File: config.mk
export PLATFORM = sky130hd
export DESIGN_NAME = vga_ctrl_regs
export DESIGN_NICKNAME = d
export VERILOG_FILES = /design/src/rtl/vga_ctrl_pkg.sv /design/src/rtl/sync_edge.sv /design/src/rtl/vga_ctrl_regs.sv
export SDC_FILE = /design/constraint.sdc
export NUM_CORES = 1
export LEC_CHECK = 0
export BUFFER_PORTS_ARGS = -buffer_cell sky130_fd_sc_hd__buf_2
export CORE_MARGIN = 4
export CORE_UTILIZATION = 47
export DETAILED_ROUTE_END_ITERATION = 16
export PLACE_DENSITY_LB_ADDON = 0.1
export SETUP_SLACK_MARGIN = 0.3
export SLEW_MARGIN = 20
export SYNTH_ARGS = -nofsm -noshare
export SYNTH_HDL_FRONTEND = slang
export SYNTH_SLANG_ARGS = --single-unit
File: constraint.sdc
create_clock -name clock -period 1.86 [get_ports clock]
set_clock_uncertainty 0.05 [all_clocks]
set_input_delay 0 -clock clock [delete_from_list [all_inputs] [get_ports clock]]
set_output_delay 0 -clock clock [all_outputs]
set_load 0.05 [all_outputs]
File: src/rtl/vga_ctrl_pkg.sv
`timescale 1ns/1ps
// vga_ctrl_pkg: register indices, mode encodings and field positions shared
// by the VGA control register block and its bench.
package vga_ctrl_pkg;

  // Register index as presented on addr (CPU A1-A3).
  typedef enum logic [2:0] {
    REG_MODE   = 3'd0,
    REG_PLANE  = 3'd1,
    REG_STATUS = 3'd2,
    REG_IRQEN  = 3'd3,
    REG_FRAME  = 3'd4
  } reg_idx_e;

  // Graphics mode driven to the VGA timing stage.
  typedef enum logic [1:0] {
    MODE_TEXT    = 2'd0,
    MODE_320X200 = 2'd1,
    MODE_320X400 = 2'd2,
    MODE_640X200 = 2'd3
  } mode_e;

  // PLANE register fields (write: select + defer, read: plane + pending).
  localparam int PLANE_SEL_BIT   = 0;
  localparam int PLANE_DEFER_BIT = 1;

  // STATUS register fields.
  localparam int STATUS_VSYNC_BIT = 0;
  localparam int STATUS_FLAG_BIT  = 1;
  localparam int STATUS_PEND_BIT  = 2;
  localparam int STATUS_CLEAR_BIT = 1;

  // IRQEN register field.
  localparam int IRQEN_BIT = 0;

endpackage

File: src/rtl/sync_edge.sv
`timescale 1ns/1ps
// sync_edge: SYNC_STAGES-deep synchroniser with rise/fall pulses.
// Pulses are decoded only from samples taken after reset release, so a
// level that was already active through reset never produces an edge.
module sync_edge #(
  parameter int   SYNC_STAGES = 2,
  parameter logic INIT        = 1'b0
) (
  input  logic clock,
  input  logic reset,
  input  logic d,
  output logic q,
  output logic rise,
  output logic fall
);

  genvar gi;

  logic [SYNC_STAGES-1:0] chain_reg;
  logic [SYNC_STAGES-1:0] chain_next;
  logic [SYNC_STAGES-1:0] vld_reg;
  logic [SYNC_STAGES-1:0] vld_next;
  logic                   prev_reg;
  logic                   prev_vld_reg;

  // Data and "real sample" marker shift side by side through the chain.
  generate
    for (gi = 0; gi < SYNC_STAGES; gi++) begin : g_stage
      if (gi == 0) begin : g_first
        assign chain_next[gi] = d;
        assign vld_next[gi]   = 1'b1;
      end else begin : g_rest
        assign chain_next[gi] = chain_reg[gi-1];
        assign vld_next[gi]   = vld_reg[gi-1];
      end
    end
  endgenerate

  assign q = chain_reg[SYNC_STAGES-1];

  // Synchroniser chain plus one history flop for edge detection.
  always_ff @(posedge clock or posedge reset) begin
    if (reset) begin
      chain_reg    <= {SYNC_STAGES{INIT}};
      vld_reg      <= '0;
      prev_reg     <= INIT;
      prev_vld_reg <= 1'b0;
    end else begin
      chain_reg    <= chain_next;
      vld_reg      <= vld_next;
      prev_reg     <= q;
      prev_vld_reg <= vld_reg[SYNC_STAGES-1];
    end
  end

  // Both operands are flop outputs, so the pulses are glitch-free and last
  // exactly the cycle in which the synchronised level changes.
  assign rise = prev_vld_reg & ~prev_reg &  q;
  assign fall = prev_vld_reg &  prev_reg & ~q;

endmodule

File: src/rtl/vga_ctrl_regs.sv
`timescale 1ns/1ps
// vga_ctrl_regs: 8086 I/O register block feeding mode/plane to the VGA stage,
// with vsync-deferred page flips, sticky frame flag, frame counter and irq.
module vga_ctrl_regs
  import vga_ctrl_pkg::*;
#(
  parameter int SYNC_STAGES = 2,
  parameter int FRAME_W     = 8
) (
  input  logic       clock,
  input  logic       reset,
  input  logic       _cs,
  input  logic [2:0] addr,
  input  logic       _rd,
  input  logic       _wr,
  input  logic [7:0] din,
  output logic [7:0] dout,
  output logic       dout_en,
  input  logic       vsync,
  output logic [1:0] mode,
  output logic       plane,
  output logic       irq
);

  genvar gi;

  // Plain synchronisers for {_cs, _rd, addr, din}, idle at inactive levels.
  localparam int             BUS_W    = 13;
  localparam logic [BUS_W-1:0] BUS_IDLE = {1'b1, 1'b1, 3'b000, 8'h00};

  logic [BUS_W-1:0] bus_reg  [SYNC_STAGES];
  logic [BUS_W-1:0] bus_next [SYNC_STAGES];
  logic             cs_s;
  logic             rd_s;
  logic [2:0]       addr_s;
  logic [7:0]       din_s;

  generate
    for (gi = 0; gi < SYNC_STAGES; gi++) begin : g_bus_stage
      if (gi == 0) begin : g_first
        assign bus_next[gi] = {_cs, _rd, addr, din};
      end else begin : g_rest
        assign bus_next[gi] = bus_reg[gi-1];
      end
    end
  endgenerate

  // Bus synchroniser chain.
  always_ff @(posedge clock or posedge reset) begin
    if (reset) begin
      for (int i = 0; i < SYNC_STAGES; i++) bus_reg[i] <= BUS_IDLE;
    end else begin
      bus_reg <= bus_next;
    end
  end

  assign {cs_s, rd_s, addr_s, din_s} = bus_reg[SYNC_STAGES-1];

  // Edge-detecting synchronisers for the write strobe and vsync.
  logic wr_s, wr_rise, wr_fall;
  logic vs_s, vs_rise, vs_fall;

  sync_edge #(.SYNC_STAGES(SYNC_STAGES), .INIT(1'b1)) u_sync_wr (
    .clock (clock),
    .reset (reset),
    .d     (_wr),
    .q     (wr_s),
    .rise  (wr_rise),
    .fall  (wr_fall)
  );

  sync_edge #(.SYNC_STAGES(SYNC_STAGES), .INIT(1'b0)) u_sync_vs (
    .clock (clock),
    .reset (reset),
    .d     (vsync),
    .q     (vs_s),
    .rise  (vs_rise),
    .fall  (vs_fall)
  );

  // Only the falling edge of _wr and the rising edge of vsync matter here.
  logic unused_bits;
  assign unused_bits = ^{din_s[7:2], wr_s, wr_rise, vs_fall};

  logic wr_commit;
  logic frame_ev;
  assign wr_commit = wr_fall & ~cs_s;
  assign frame_ev  = vs_rise;

  // Architectural state.
  mode_e              mode_reg,       mode_next;
  logic               plane_reg,      plane_next;
  logic               pending_reg,    pending_next;
  logic               pend_plane_reg, pend_plane_next;
  logic               irqen_reg,      irqen_next;
  logic               flag_reg,       flag_next;
  logic [FRAME_W-1:0] cnt_reg,        cnt_next;
  logic [7:0]         dout_reg,       rd_data;
  logic               dout_en_reg;
  logic               irq_reg;

  // Next state: frame event first, CPU write second, except that a STATUS
  // clear never overrides a frame event arriving in the same cycle.
  always_comb begin
    mode_next       = mode_reg;
    plane_next      = plane_reg;
    pending_next    = pending_reg;
    pend_plane_next = pend_plane_reg;
    irqen_next      = irqen_reg;
    flag_next       = flag_reg;
    cnt_next        = cnt_reg;

    if (frame_ev) begin
      flag_next = 1'b1;
      cnt_next  = cnt_reg + FRAME_W'(1);
      if (pending_reg) begin
        plane_next   = pend_plane_reg;
        pending_next = 1'b0;
      end
    end

    if (wr_commit) begin
      case (addr_s)
        REG_MODE: mode_next = mode_e'(din_s[1:0]);
        REG_PLANE: begin
          if (din_s[PLANE_DEFER_BIT]) begin
            pend_plane_next = din_s[PLANE_SEL_BIT];
            pending_next    = 1'b1;
          end else begin
            plane_next   = din_s[PLANE_SEL_BIT];
            pending_next = 1'b0;
          end
        end
        REG_STATUS: begin
          if (din_s[STATUS_CLEAR_BIT] && !frame_ev) flag_next = 1'b0;
        end
        REG_IRQEN: irqen_next = din_s[IRQEN_BIT];
        REG_FRAME: cnt_next = '0;
        default: ;
      endcase
    end
  end

  // Read multiplexer; unused bits and unmapped indices read as zero.
  always_comb begin
    rd_data = '0;
    case (addr_s)
      REG_MODE: rd_data[1:0] = mode_reg;
      REG_PLANE: begin
        rd_data[PLANE_SEL_BIT]   = plane_reg;
        rd_data[PLANE_DEFER_BIT] = pending_reg;
      end
      REG_STATUS: begin
        rd_data[STATUS_VSYNC_BIT] = vs_s;
        rd_data[STATUS_FLAG_BIT]  = flag_reg;
        rd_data[STATUS_PEND_BIT]  = pending_reg;
      end
      REG_IRQEN: rd_data[IRQEN_BIT] = irqen_reg;
      REG_FRAME: rd_data = 8'(cnt_reg);
      default: ;
    endcase
  end

  // State, read data, transceiver enable and interrupt registers.
  always_ff @(posedge clock or posedge reset) begin
    if (reset) begin
      mode_reg       <= MODE_TEXT;
      plane_reg      <= 1'b0;
      pending_reg    <= 1'b0;
      pend_plane_reg <= 1'b0;
      irqen_reg      <= 1'b0;
      flag_reg       <= 1'b0;
      cnt_reg        <= '0;
      dout_reg       <= '0;
      dout_en_reg    <= 1'b0;
      irq_reg        <= 1'b0;
    end else begin
      mode_reg       <= mode_next;
      plane_reg      <= plane_next;
      pending_reg    <= pending_next;
      pend_plane_reg <= pend_plane_next;
      irqen_reg      <= irqen_next;
      flag_reg       <= flag_next;
      cnt_reg        <= cnt_next;
      dout_reg       <= rd_data;
      dout_en_reg    <= ~cs_s & ~rd_s;
      irq_reg        <= flag_reg & irqen_reg;
    end
  end

  assign mode    = mode_reg;
  assign plane   = plane_reg;
  assign dout    = dout_reg;
  assign dout_en = dout_en_reg;
  assign irq     = irq_reg;

endmodule
==> metrics.cfg, run 1 <==
[outcome]
status=finished, final reports clean

[clock_network]
htree_levels=2
clockBufferDepth=2
cts_tree=built
clock_sinks=48
clock-root-buffer=clkbuf_8
clkSlewWorstSetupHoldPaths_ns=0.09
cts_buffers=5
clk_latency_ns=0.29

[synthesis]
synth_area_per_cell_um2=14.2
synth-edff-count=0
yosys.area.top_type=dfrtp_1
yosysUniqueCellTypes=40
synthCells=127
netlist_area_um2=1800
synth_seq_cells=48
synth-main-ff-cell=dfrtp_1
ys_seq_area_frac=0.672
synthesis.nets=145
synth.area.top_cells=dfrtp_1 (57%), dfstp_2 (10%), mux2_1 (3.1%), and2_1 (2.1%), mux2i_1 (1.7%)
yosys_warnings=0
async_reset_ff_frac=1.00
netlist.area_leader.share=0.570

[floorplan]
die_area_um2=4890
die_h_um=69.9
io_pins=30
core_um2=3690
start_util=0.488
rows=22
fp.dieW_um=69.9

[power]
finalPower_w=0.00213
vdd_drop_max_mv=0.608
leakage_nw=1.02
power_density_nw_per_um2=969

[sta]
period_minus_slack_ns=1.56
fin_ws_ns=0.300
rsz0062_at_grt=yes
maxSlewViolCount=0
setup_viol=0
timing.fmax_ghz=0.641
final_hold_viol_count=0
fin_crit_sh=0.839
tns_ns=0

[placement]
dpl.cell_count=200
pre_cts_ws_ns=0.266
port_buffers=23
gp_congestion=0.744
hpwlAfterDp_mm=2.01

[routing]
drc=0
vias_per_cell=5.05
routed_wl_mm=2.89
firstDrtPassIters=4
drtIter0Drc=56
num_vias=1106
drtAntennaViolNets=0
wl_per_cell_um=13.2

[final_layout]
diodes=0
syn2layout_area_growth_pct=22.4
final_layout_size_suffix_gt1_frac=0.339
finalNonFillerCells=219
fin_nets=188
final_cell_mix=dfrtp_1 (39), buf_2 (23), dlygate4sd3_1 (10)
fin_util=0.597
final_common_cell=dfrtp_1

[worst_setup_path]
cpPeakStageDelay_ns=0.53
critical-path-slowest-cell=dfstp_2
path_cells=nand4bb_1 > buf_6 > nor4bb_4 > mux2_4
crit_required_ns=1.99
r2r_setup_slack_ns=0.30
cp-end-kind=flop
worst_r2r_path_depth=4
r2r_end=irqen_reg$_DFFE_PP0P_
cp_num_buf_inv=1
start_kind=flop
rr_startpoint=u_sync_wr.prev_reg$_DFF_PP1_
worstPathMaxFanout=6
arrival_ns=1.69
crit_type=reg2reg
crit_family=flip-flops

[min_path]
min_path_type=in2async

[global_routing]
grt_pass1_wl_mm=5.26
grt_pass1_vias=1133
antenna_found_initial=0
grt-ovfl-total=0
grt_max_degree=21
grt.total_usage=0.136

[run]
drv_cap=0

-- power breakdown --
part	total, W	switching, W	internal [W]	leakage (nW)
sequential	0.00124	0.0000918	0.00114	0.590
combinational	0.000308	0.000182	0.000126	0.388
clock	0.000592	0.000329	0.000263	0.0412
total	0.00213	0.000602	0.00153	1.02
-- layer usage --
layer | global-route usage | vias to the layer above | share of wire
li1 | - | 526 | -
met1 | 0.170 | 549 | 0.44
met2 | 0.224 | 26 | 0.49
met3 | 0.0317 | 5 | 0.049
met4 | 0.0638 | 0 | 0.020
met5 | 0 | - | 0
-- kinds of logic (layout without fill, tap and decap cells) --
logic type,count (synthesis),in the layout,share of synthesized area
other cells,1,1,0.00208
fa+ha+maj,1,1,0.00695
mux,10,10,0.0605
buf+inv,6,50,0.0202
xor+xnor,2,2,0.00973
simple gates,41,41,0.165
compound gates,18,18,0.0632
flops,48,48,0.672
-- how the worst max path moves through the flow --
stage | from | to | slack [ns] | cells after the start
finish | u_sync_wr.prev_reg$_DFF_PP1_ | irqen_reg$_DFFE_PP0P_ | 0.30 | 4
global route | u_sync_wr.prev_reg$_DFF_PP1_ | irqen_reg$_DFFE_PP0P_ | 0.21 | 4
CTS | u_sync_wr.prev_reg$_DFF_PP1_ | irqen_reg$_DFFE_PP0P_ | 0.29 | 4
detailed placement | u_sync_wr.prev_reg$_DFF_PP1_ | irqen_reg$_DFFE_PP0P_ | 0.27 | 4
global placement | u_sync_wr.prev_reg$_DFF_PP1_ | irqen_reg$_DFFE_PP0P_ | 0.30 | 4
floorplan | u_sync_wr.prev_reg$_DFF_PP1_ | irqen_reg$_DFFE_PP0P_ | 0.34 | 4
-- Yosys cell counts (2+ instances only) --
library cell	instances
nand4b_1	2
dfstp_2	7
nor2_1	6
buf_2	2
dfrtp_1	41
nand3b_1	2
xor2_1	2
or3_1	4
mux2_2	2
and2_1	6
o21ai_0	4
a21oi_1	4
nor2b_1	3
mux2i_1	3
inv_1	2
nand2_1	5
a22oi_1	3
nand4_1	2
mux2_1	5
nor3_2	2
-- per-stage QoR --
| step | area (um^2) | hold slack [ns] |
|---|---|---|
| 3_5_place_dp | 1990 | -0.0484 |
| 3_3_place_gp | 1990 | -0.0585 |
| 2_1_floorplan | 1800 | -0.0455 |
| 4_1_cts | 2190 | 0.177 |
| 6_report | 2200 | 0.175 |
| 5_1_grt | 2200 | 0.204 |
-- tightest hold or removal path, delay by kind of cell --
family,cells,cell delay (ns)
buf+inv,3,0.94
-- layout make-up --
type / instances / area (um^2)
sequential: 48 / 1210
timing repair buffer: 40 / 272
clock buffer: 6 / 72.6
fill: 323 / 1490
clock inverter: 2 / 12.5
multi-input combinational: 73 / 567
inverter: 2 / 7.51
tap: 48 / 60.1
-- repair_timing --
item / CTS / global route
hold endpoints to repair: 27 / 0
hold buffers: 10 / 0
setup endpoints to repair: 1 / 12
gates resized for setup: 2 / 4
buffers inserted: 1 / 0
Note: power is estimated with default switching activity, not from simulation.
==> run 2, diff against run 1 <==
==> constraint.sdc (replaced) <==
create_clock -name clock -period 1.5 [get_ports clock]
set_clock_uncertainty 0.05 [all_clocks]
set_input_delay 0 -clock clock [delete_from_list [all_inputs] [get_ports clock]]
set_output_delay 0 -clock clock [all_outputs]
set_load 0.05 [all_outputs]
==> run 2 against run 1 <==
Hold slack improved by 0.014 ns. Worst setup slack worse by 0.36 ns. Routed wire length increased by 8.9%. Non-clock buffer count rose by 6. Largest cell class unchanged. Flip-flop and latch count unchanged. Sequential power up 25%. The flow now finishes with violations (setup timing). Sequential share of layout area shrank 4.0 points.
==> metrics.cfg, run 2 (synthesized netlist as in run 1, its figures left out) <==
[power]
vdd_drop_max_mv=0.792  ; was 0.608 mV
power_density_nw_per_um2=1150  ; was 969 nW/um^2
leakage_nw=1.09  ; was 1.02 nW

[placement]
placed_cell_area_um2=2020  ; was 1990 um^2
dpl.cell_count=202  ; was 200
gp_congestion=0.826  ; was 0.744
hpwlAfterDp_mm=1.98  ; was 2.01 mm
pre_cts_ws_ns=-0.0626  ; was 0.266 ns
port_buffers=23  ; unchanged

[routing]
drtAntennaViolNets=0  ; unchanged
wl_per_cell_um=14.0  ; was 13.2 um
firstDrtPassIters=4  ; unchanged
drtIter0Drc=102  ; was 56
routed_wl_mm=3.15  ; was 2.89 mm
drc=0  ; unchanged
num_vias=1140  ; was 1106
vias_per_cell=5.07  ; was 5.05

[outcome]
violations=setup timing
status=finished with violations  ; was finished, final reports clean

[clock_network]
clockBufferDepth=2  ; unchanged
clk_latency_ns=0.30  ; was 0.29 ns
clkSlewWorstSetupHoldPaths_ns=0.09  ; about the same
htree_levels=2  ; unchanged
cts_buffers=5  ; unchanged
cts_tree=built  ; unchanged
clock_sinks=48  ; unchanged
clock-root-buffer=clkbuf_8  ; unchanged

[sta]
timing.fmax_ghz=0.641  ; about the same
setup_viol=2  ; was 0
relSlewSlack=0.582
rsz0062_at_grt=yes  ; unchanged
whs_ns=0.189  ; was 0.175 ns
final_hold_viol_count=0  ; unchanged
fin_crit_sh=1.04  ; was 0.839
fin_ws_ns=-0.0591  ; was 0.300 ns
worst_slew_pin_slew_ns=0.623
maxSlewViolCount=0  ; unchanged
period_minus_slack_ns=1.56  ; about the same

[global_routing]
grt_pass1_wl_mm=5.39  ; was 5.26 mm
grt.total_usage=0.138  ; was 0.136
antenna_found_initial=0  ; unchanged
grt-ovfl-total=0  ; unchanged
grt_pass1_vias=1157  ; was 1133
grt_max_degree=34  ; was 21

[worst_setup_path]
critical-path-slowest-cell=dfstp_2  ; unchanged
startpoint=u_sync_wr.prev_reg$_DFF_PP1_  ; unchanged
crit_type=reg2reg  ; unchanged
cpPeakStageDelay_ns=0.52  ; was 0.53 ns
worstPathMaxFanout=5  ; was 6
crit_required_ns=1.63  ; was 1.99 ns
rr_startpoint=u_sync_wr.prev_reg$_DFF_PP1_  ; unchanged
path_cells=nand4bb_1 > buf_6 > nor4bb_4 > mux2_1  ; was nand4bb_1 > buf_6 > nor4bb_4 > mux2_4
cp-end-kind=flop  ; unchanged
start_kind=flop  ; unchanged
arrival_ns=1.69  ; about the same

[run]
drv_cap=0  ; unchanged

[floorplan]
die_area_um2=4890  ; unchanged
fp.dieW_um=69.9  ; unchanged
rows=22  ; unchanged
start_util=0.488  ; unchanged
core_um2=3690  ; unchanged
die_h_um=69.9  ; unchanged
io_pins=30  ; unchanged

[final_layout]
finalNonFillerCells=225  ; was 219
diodes=0  ; unchanged
final_common_cell=dfrtp_1  ; unchanged
final_area_um2=2380  ; was 2200 um^2
final_cell_mix=dfrtp_1 (39), buf_2 (23), dlygate4sd3_1 (10)  ; unchanged
final_layout_size_suffix_gt1_frac=0.463  ; was 0.339
syn2layout_area_growth_pct=32.0  ; was 22.4%
fin_nets=194  ; was 188

[min_path]
min_path_type=in2async  ; unchanged

[run 2: worst paths after layout]
| path | end | slack (ns) | depth (start not counted) |
|---|---|---|---|
| worst max register to register | irqen_reg$_DFFE_PP0P_ | -0.06 | 4 |
| max in group asynchronous | bus_reg[12]$_DFF_PP1_ | 0.63 | 4 |
| min in group clock | bus_next[0]$_DFF_PP0_ | 0.29 | 2 |
| worst max-delay path | irqen_reg$_DFFE_PP0P_ | -0.06 | 4 |
| worst min-delay path | dout[1]$_DFF_PP0_ | 0.19 | 3 |
| worst min register to register | bus_reg[1]$_DFF_PP0_ | 0.30 | 0 |
[run 2: through the flow]
| step | total power [W] | setup TNS, ns | utilization |
|---|---|---|---|
| after floorplan | 0.00180 | -0.0123 | - |
| after global placement | 0.00191 | -0.0623 | 0.549 |
| after detailed placement | 0.00192 | -0.167 | 0.549 |
| after CTS | 0.00271 | -0.182 | 0.625 |
| after global routing | 0.00289 | -0.570 | 0.644 |
| final | 0.00274 | -0.0617 | 0.644 |
[run 2: routing by layer]
metal / routed length [um] / vias up / global-route usage
met5: 0 / - / 0
met4: 29 / 0 / 0.0383
met3: 148 / 3 / 0.0432
met2: 1560 / 33 / 0.220
met1: 1410 / 565 / 0.183
li1: - / 539 / -
[run 2: final cells by class]
cell class,count,area [um^2]
Multi-Input combinational cell,73,667
Clock inverter,1,8.76
Inverter,2,7.51
Sequential cell,48,1210
Tap cell,48,60.1
Clock buffer,7,76.3
Timing Repair Buffer,46,344
Fill cell,305,1310
[run 2: critical path: cells and delay by family, from the launching register on]
| kind | cells | cell delay, ns |
|---|---|---|
| AND/OR/NAND/NOR | 2 | 0.38 |
| multiplexers | 1 | 0.34 |
| buffers and inverters | 1 | 0.16 |
| flip-flops | 1 | 0.52 |
[run 2: what timing repair did]
action                                  CTS  global route
hold buffers                             10             0
setup buffers                             4             1
pin swaps                                13             2
endpoints found under the hold margin    24             0
endpoints found under the setup margin   21            23
gates resized for setup                  17            16
[run 2: power by group]
part           switching [W]  total, W  internal, W
logic               0.000253  0.000458     0.000205
registers           0.000129   0.00155      0.00142
clock network       0.000404  0.000737     0.000333
